File: src/rtl/mac_tile_mp_pkg.sv
// -----------------------------------------------------------------------------
// mac_tile_mp_pkg
//   Shared encodings for the multi-precision, multi-dataflow MAC tile.
//   - mode_e     : dataflow selection (WS4 / WS2 / OS; 2'b11 behaves as WS4)
//   - INST_*     : bit positions inside the 3-bit instruction word
// -----------------------------------------------------------------------------
package mac_tile_mp_pkg;

   typedef enum logic [1:0] {
      MODE_WS4  = 2'b00,
      MODE_WS2  = 2'b01,
      MODE_OS   = 2'b10,
      MODE_RSVD = 2'b11
   } mode_e;

   localparam int INST_LOAD = 0;
   localparam int INST_EXEC = 1;
   localparam int INST_CLR  = 2;   // clear in WS, drain in OS
   localparam int INST_W    = 3;

endpackage

File: src/rtl/mac_tile_mp_mul_lane.sv
// -----------------------------------------------------------------------------
// mac_mul_lane
//   Combinational unsigned x signed multiplier.
//   Ports:
//     i_a  [A_W-1:0] : unsigned multiplicand (activation)
//     i_b  [B_W-1:0] : two's-complement multiplier (weight)
//     o_p  [P_W-1:0] : product, sign-extended to P_W bits (P_W > A_W+B_W)
// -----------------------------------------------------------------------------
module mac_mul_lane #(
   parameter int A_W = 4,
   parameter int B_W = 4,
   parameter int P_W = 16
) (
   input  logic [A_W-1:0] i_a,
   input  logic [B_W-1:0] i_b,
   output logic [P_W-1:0] o_p
);

   localparam int PR_W = A_W + B_W + 1;

   // Both operands widened to the exact product width so the signed multiply
   // is self-contained: a is zero-extended, b is sign-extended.
   logic signed [PR_W-1:0] w_a_ext;
   logic signed [PR_W-1:0] w_b_ext;
   logic signed [PR_W-1:0] w_prod;

   assign w_a_ext = {{(B_W+1){1'b0}}, i_a};
   assign w_b_ext = {{(A_W+1){i_b[B_W-1]}}, i_b};
   assign w_prod  = w_a_ext * w_b_ext;

   assign o_p = {{(P_W-PR_W){w_prod[PR_W-1]}}, w_prod};

endmodule

File: src/rtl/mac_tile_mp.sv
// -----------------------------------------------------------------------------
// mac_tile_mp
//   Processing element for the systolic array supporting three dataflows:
//   4-bit weight-stationary (WS4), dual-lane 2-bit-activation weight-stationary
//   (WS2) and output-stationary (OS) with a column shift-drain.
//   Ports:
//     clk, reset          : clock, synchronous active-high reset
//     mode   [1:0]        : 00 WS4, 01 WS2, 10 OS, 11 as WS4
//     in_w   [bw-1:0]     : activation / weight word from the west
//     inst_w [2:0]        : {clear|drain, execute, load} from the west
//     out_e  [bw-1:0]     : registered activation to the east
//     inst_e [2:0]        : registered instruction to the east
//     in_n   [psum_bw-1:0]: psum (WS), weight in low bits (OS exec),
//                           upper accumulator (OS drain)
//     out_s  [psum_bw-1:0]: psum (WS), forwarded weight or accumulator (OS)
// -----------------------------------------------------------------------------
module mac_tile_mp
   import mac_tile_mp_pkg::*;
#(
   parameter int bw      = 4,
   parameter int psum_bw = 16
) (
   input  logic               clk,
   input  logic               reset,
   input  logic [1:0]         mode,
   input  logic [bw-1:0]      in_w,
   input  logic [2:0]         inst_w,
   output logic [bw-1:0]      out_e,
   output logic [2:0]         inst_e,
   input  logic [psum_bw-1:0] in_n,
   output logic [psum_bw-1:0] out_s
);

   localparam int HB = bw / 2;

   if ((bw % 2) != 0) begin : g_bad_bw
      $error("mac_tile_mp: bw must be even");
   end
   if (psum_bw < 2*bw + 2) begin : g_bad_psum
      $error("mac_tile_mp: psum_bw must be at least 2*bw+2");
   end

   logic [bw-1:0]      r_a;
   logic [bw-1:0]      r_w0;
   logic [bw-1:0]      r_w1;
   logic [bw-1:0]      r_wn;
   logic [psum_bw-1:0] r_acc;
   logic [2:0]         r_inst;
   logic               r_full;
   logic               r_cnt;

   logic               w_os;
   logic               w_ws2;
   logic               w_ws;
   logic [bw-1:0]      w_mul_a;
   logic [bw-1:0]      w_mul_b;
   logic [psum_bw-1:0] w_p_full;
   logic [psum_bw-1:0] w_p_lo;
   logic [psum_bw-1:0] w_p_hi;

   assign w_os  = (mode == MODE_OS);
   assign w_ws2 = (mode == MODE_WS2);
   assign w_ws  = !w_os;             // WS4, WS2 and the reserved code

   // The full-width lane is shared: WS4 multiplies the registered operands,
   // OS multiplies the live activation by the weight arriving from the north.
   assign w_mul_a = w_os ? in_w          : r_a;
   assign w_mul_b = w_os ? in_n[bw-1:0]  : r_w0;

   mac_mul_lane #(.A_W(bw), .B_W(bw), .P_W(psum_bw)) u_mul_full (
      .i_a (w_mul_a),
      .i_b (w_mul_b),
      .o_p (w_p_full)
   );

   mac_mul_lane #(.A_W(HB), .B_W(bw), .P_W(psum_bw)) u_mul_lo (
      .i_a (r_a[HB-1:0]),
      .i_b (r_w0),
      .o_p (w_p_lo)
   );

   mac_mul_lane #(.A_W(HB), .B_W(bw), .P_W(psum_bw)) u_mul_hi (
      .i_a (r_a[bw-1:HB]),
      .i_b (r_w1),
      .o_p (w_p_hi)
   );

   always_ff @(posedge clk) begin
      if (reset) begin
         r_a    <= '0;
         r_w0   <= '0;
         r_w1   <= '0;
         r_wn   <= '0;
         r_acc  <= '0;
         r_inst <= '0;
         r_full <= 1'b0;
         r_cnt  <= 1'b0;
      end else begin
         if (inst_w != 3'b000)
            r_a <= in_w;

         r_inst[INST_EXEC] <= inst_w[INST_EXEC];
         r_inst[INST_CLR]  <= inst_w[INST_CLR];
         // A load word passes east only once this tile is already full; a
         // WS clear in the same cycle swallows the word entirely.
         r_inst[INST_LOAD] <= inst_w[INST_LOAD] & r_full
                              & ~(w_ws & inst_w[INST_CLR]);

         if (w_ws) begin
            if (inst_w[INST_CLR]) begin
               // Weights stay in place; only the fill state is re-armed.
               r_full <= 1'b0;
               r_cnt  <= 1'b0;
            end else if (inst_w[INST_LOAD] && !r_full) begin
               if (w_ws2) begin
                  if (!r_cnt) begin
                     r_w0  <= in_w;
                     r_cnt <= 1'b1;
                  end else begin
                     r_w1   <= in_w;
                     r_cnt  <= 1'b0;
                     r_full <= 1'b1;
                  end
               end else begin
                  r_w0   <= in_w;
                  r_full <= 1'b1;
               end
            end
         end else begin
            // Drain shifts the upper tile's accumulator in and beats execute.
            if (inst_w[INST_CLR]) begin
               r_acc <= in_n;
            end else if (inst_w[INST_EXEC]) begin
               r_acc <= r_acc + w_p_full;
               r_wn  <= in_n[bw-1:0];
            end
         end
      end
   end

   assign out_e  = r_a;
   assign inst_e = r_inst;

   always_comb begin
      out_s = in_n + w_p_full;
      if (w_os)
         out_s = inst_w[INST_CLR] ? r_acc : {{(psum_bw-bw){1'b0}}, r_wn};
      else if (w_ws2)
         out_s = in_n + w_p_lo + w_p_hi;
   end

endmodule

File: config.mk
export PLATFORM = sky130hd
export DESIGN_NAME = mac_tile_mp
export DESIGN_NICKNAME = d
export VERILOG_FILES = /design/src/rtl/mac_tile_mp_pkg.sv /design/src/rtl/mac_tile_mp_mul_lane.sv /design/src/rtl/mac_tile_mp.sv
export SDC_FILE = /design/constraint.sdc
export NUM_CORES = 1
export LEC_CHECK = 0
export ABC_AREA = 0
export BUFFER_PORTS_ARGS = -buffer_cell sky130_fd_sc_hd__buf_2
export CAP_MARGIN = 20
export CORE_MARGIN = 3
export CORE_UTILIZATION = 51
export CTS_CLUSTER_SIZE = 30
export DETAILED_ROUTE_END_ITERATION = 8
export GPL_TIMING_DRIVEN = 0
export PLACE_DENSITY = 0.84
export SLEW_MARGIN = 15
export SYNTH_ARGS = -nofsm -noshare
export SYNTH_HDL_FRONTEND = slang
export SYNTH_SLANG_ARGS = --single-unit
File: constraint.sdc
create_clock -name clk -period 8.15 [get_ports clk]
set_input_delay 1.63 -clock clk [delete_from_list [all_inputs] [get_ports clk]]
set_output_delay 1.63 -clock clk [all_outputs]
set_load 0.005 [all_outputs]
==> results.md <==
* TritonCTS clock tree: yes
* Vias/cell at 6.122
* CTS Hold Bufs at 0
* Global route overflow at 0
* Net Sw Power at 0.2919 mW
* Top FF cell, synth: dfxtp_1
* WHS Path Cells at 2
* CP Launch Type: input pin
* Root buf cell: clkbuf_8
* Placed wire-length estimate at 12040 µm
* ANT cells at 0
* Arrival time at the worst endpoint at 6.81 ns
* Async SR Flop Fraction at 0%
* Worst EP required at about 6.5 ns
* WL final at 16700 µm
* Synth Area in Adders at between 20% and 30%
* Share of layout cells above drive strength 1 at 17.26%
* Num ports at 50
* Die Y at 110.8 µm
* Commonest non-fill, non-tap cell in the layout: inv_1
* RSZ-0062 raised after global routing: true
* R2R cell count at 25
* Setup ws final at -0.2906 ns
* Slew HR at 36.47%
* Seq/Total Area, Yosys at 13.23%
* Sequential power share at 27.2%
* Setup TNS at -1.037 ns
* Setup violators final at 7
* Status: complete, but fails checks
* P_leak at 3.274 nW
* Post-synthesis compound-gate area fraction at 22.59%
* Row count at 37
* Largest net degree at the start of global routing at 12
* Logic gate share of total power at about 49%
* Total Nets Final at 940
* Die width at 110.8 µm
* Power Density at 110.7 nW/µm²
* Clock Latency Late Sink at roughly 0.30 ns
* HP Start: r_wn[3]
* Final Instance Area at 6679 µm²
* Mapped Cells at 732
* Reg-to-reg startpoint: out_e[2]
* Core Footprint at 10510 µm²
* Failing checks: setup timing
* H-tree depth at 2
* Fmax at 0.1185 GHz
* Layout Skew at 0.01108 ns
* Clock Path Buffers at 2
* First-pass DRT Iterations at 7
* Final Critical Period at between 8 and 9 ns
* Number of global-route vias before repair at 5361
* Crit-path max cell delay at 0.59 ns
* Multiplexer share of the synthesized area at 3.799%
* Routed Antenna Nets at 0
* Simple-gate portion of the synthesized area at 19.62%
* # DRC at 0
* P_int at 0.4472 mW
* Post-synthesis cell area at 5599 µm²
* Area growth, synth to finish at 19.28%
* Critical path type: in -> out
* Placed Area at 6066 µm²
* Main combinational cell family by area after synthesis: adder cells
* Switching part of the total power at 39.49%
* Worst Setup End Kind: primary output
* Max-Cap Viols at 0
* XOR/XNOR share of the synthesized area at about 7.0%
* Die Area at 12270 µm²
* Initial antenna violation count at 0
* Synth cell types at 68
* EDFF count, synth at 0
* FF+latch count, synth at 37
* Slowest cell on crit path: or4b_4
* Gr usage total at 25.44%
* Worst hold path type: reg -> reg
* Clock slew at reported path FFs at roughly 0.090 ns
* CP top delay family: adder cells
* Crit path depth at 25
* Peak fanout along the critical path at 6
* DR vias at 5798
* Max VDD drop at 0.07215 mV
* Port bufs at 46
* Tcrit/Tclk final at 103.6%
* CTS buffer count at 5
* Final hold violations at 0
* YS warnings at 0
* Most frequent cells in the layout: inv_1, nand2_1, ha_1
* Clk sinks at 37
* Power share of the clock group at 23.4%
* WL/cell at approximately 18 µm
* Routability cong. at 0.9346
* Final Max Tran Viols at 0
* Initial core utilization at 53.28%
* Critical Path Start: mode[0]
* First-pass GRT wire length at 26030 µm
* Syn Area/Cell at 7.649 µm²
* Post-Syn Nets at 862
* Iter 0 DRT Violations at 718
* Worst Tran Pin Value at approximately 0.95 ns
* CP Buf/Inv Count at 7
-- routing by layer --
metal,GRT usage [%],vias to the layer above,share of wire (%)
met5,0,-,0
met4,7.553,0,3.1
met3,3.603,57,9.9
met2,41.34,372,46
met1,35.04,2632,41
li1,-,2737,-
-- Yosys cell counts (2+ instances only) --
library cell,n,area (µm²)
ha_1,78,975.9
inv_1,76,285.3
nand2_1,74,277.8
nor2_1,66,247.7
a21oi_1,41,205.2
o21ai_0,41,205.2
dfxtp_1,37,740.7
fa_1,25,500.5
xnor2_1,25,219.0
clkbuf_1,19,71.32
mux2i_1,19,190.2
a211oi_1,18,135.1
nand3_1,17,85.08
xor2_1,17,148.9
a21o_1,15,112.6
a31oi_1,15,93.84
nor3_1,15,75.07
and2_1,12,75.07
and3_1,11,68.82
nor2b_1,11,68.82
o22ai_1,8,50.05
o21a_1,7,52.55
nand2b_1,6,37.54
or3_1,6,37.54
o21ai_1,5,25.02
a22oi_1,4,30.03
nor4_1,4,25.02
o31ai_1,4,30.03
a211o_1,3,26.28
a221o_1,3,30.03
a311oi_1,3,26.28
clkbuf_8,3,41.29
a21oi_2,2,17.52
a31o_2,2,17.52
buf_2,2,10.01
mux2_2,2,22.52
nand3b_1,2,15.01
o2111ai_1,2,17.52
o211ai_1,2,15.01
or2_2,2,12.51
-- repair_timing --
action                     in CTS  in global routing
pin swaps                      24                 25
setup endpoints to repair      11                 11
setup buffers                  20                  7
gates resized for setup        32                 34
-- power groups by stage --
stage	sequential, mW	clock [mW]	combinational (mW)
after floorplan	0.200	0	0.226
after global placement	0.204	0	0.302
after detailed placement	0.204	0	0.306
after CTS	0.200	0.171	0.334
after global routing	0.202	0.179	0.396
final	0.201	0.173	0.365
-- kinds of logic (layout without fill, tap and decap cells) --
family / after synthesis / after routing
mux: 21 / 21
flops: 37 / 37
fa+ha+maj: 103 / 103
compound gates: 192 / 192
simple gates: 234 / 234
xor+xnor: 43 / 43
buf+inv: 102 / 181
-- through the flow --
stage	std cells	utilization, %	setup slack (ns)	power, mW	hold WS, ns
floorplan	732	-	0.02112	0.4260	0.4349
global placement	914	57.72	-0.9448	0.5055	0.4478
detailed placement	914	57.72	-0.9239	0.5098	0.4537
CTS	942	61.91	-0.3761	0.7040	0.4781
global route	947	63.56	-0.4691	0.7767	0.5183
finish	947	63.56	-0.2906	0.7392	0.4767
-- registers in the layout (all words and copies together), names as in the netlist --
register and count:
out_e 4, r_full 1, inst_e 3, r_cnt 1
r_acc 16, r_w0 4, r_w1 4, r_wn 4
-- layout make-up --
class                   count  area (µm²)
fillers                   829        3830
flip-flops and latches     37       740.7
repair buffers             73       450.4
inverters                  77       301.5
clock inverters             1       30.03
plain buffers              23       153.9
well taps                 136       170.2
clock buffers               7       86.33
multi-input cells         593        4746
-- final timing paths --
path | to | slack (ns)
max | out_s[15] | -0.29
min | r_wn[3] | 0.48
max reg2reg | r_acc[15] | 2.36
min reg2reg | r_wn[3] | 0.48
-- worst reg2reg max path, cell delays in order (launching register included) --
cell	delay (ns)
dfxtp_1	0.52
and3_4	0.27
a31oi_4	0.04
fa_1	0.58
fa_1	0.45
fa_1	0.47
inv_1	0.08
ha_2	0.20
buf_4	0.12
a21oi_4	0.05
o211ai_1	0.20
a21oi_2	0.08
buf_6	0.14
xnor2_4	0.33
buf_4	0.20
buf_4	0.18
ha_1	0.25
clkbuf_1	0.19
a21o_1	0.19
a21oi_1	0.13
nor2b_1	0.06
a311oi_1	0.23
nand2_1	0.10
xor2_1	0.18
a311o_1	0.37
a21oi_1	0.13
(Power assumes the default switching activity.)
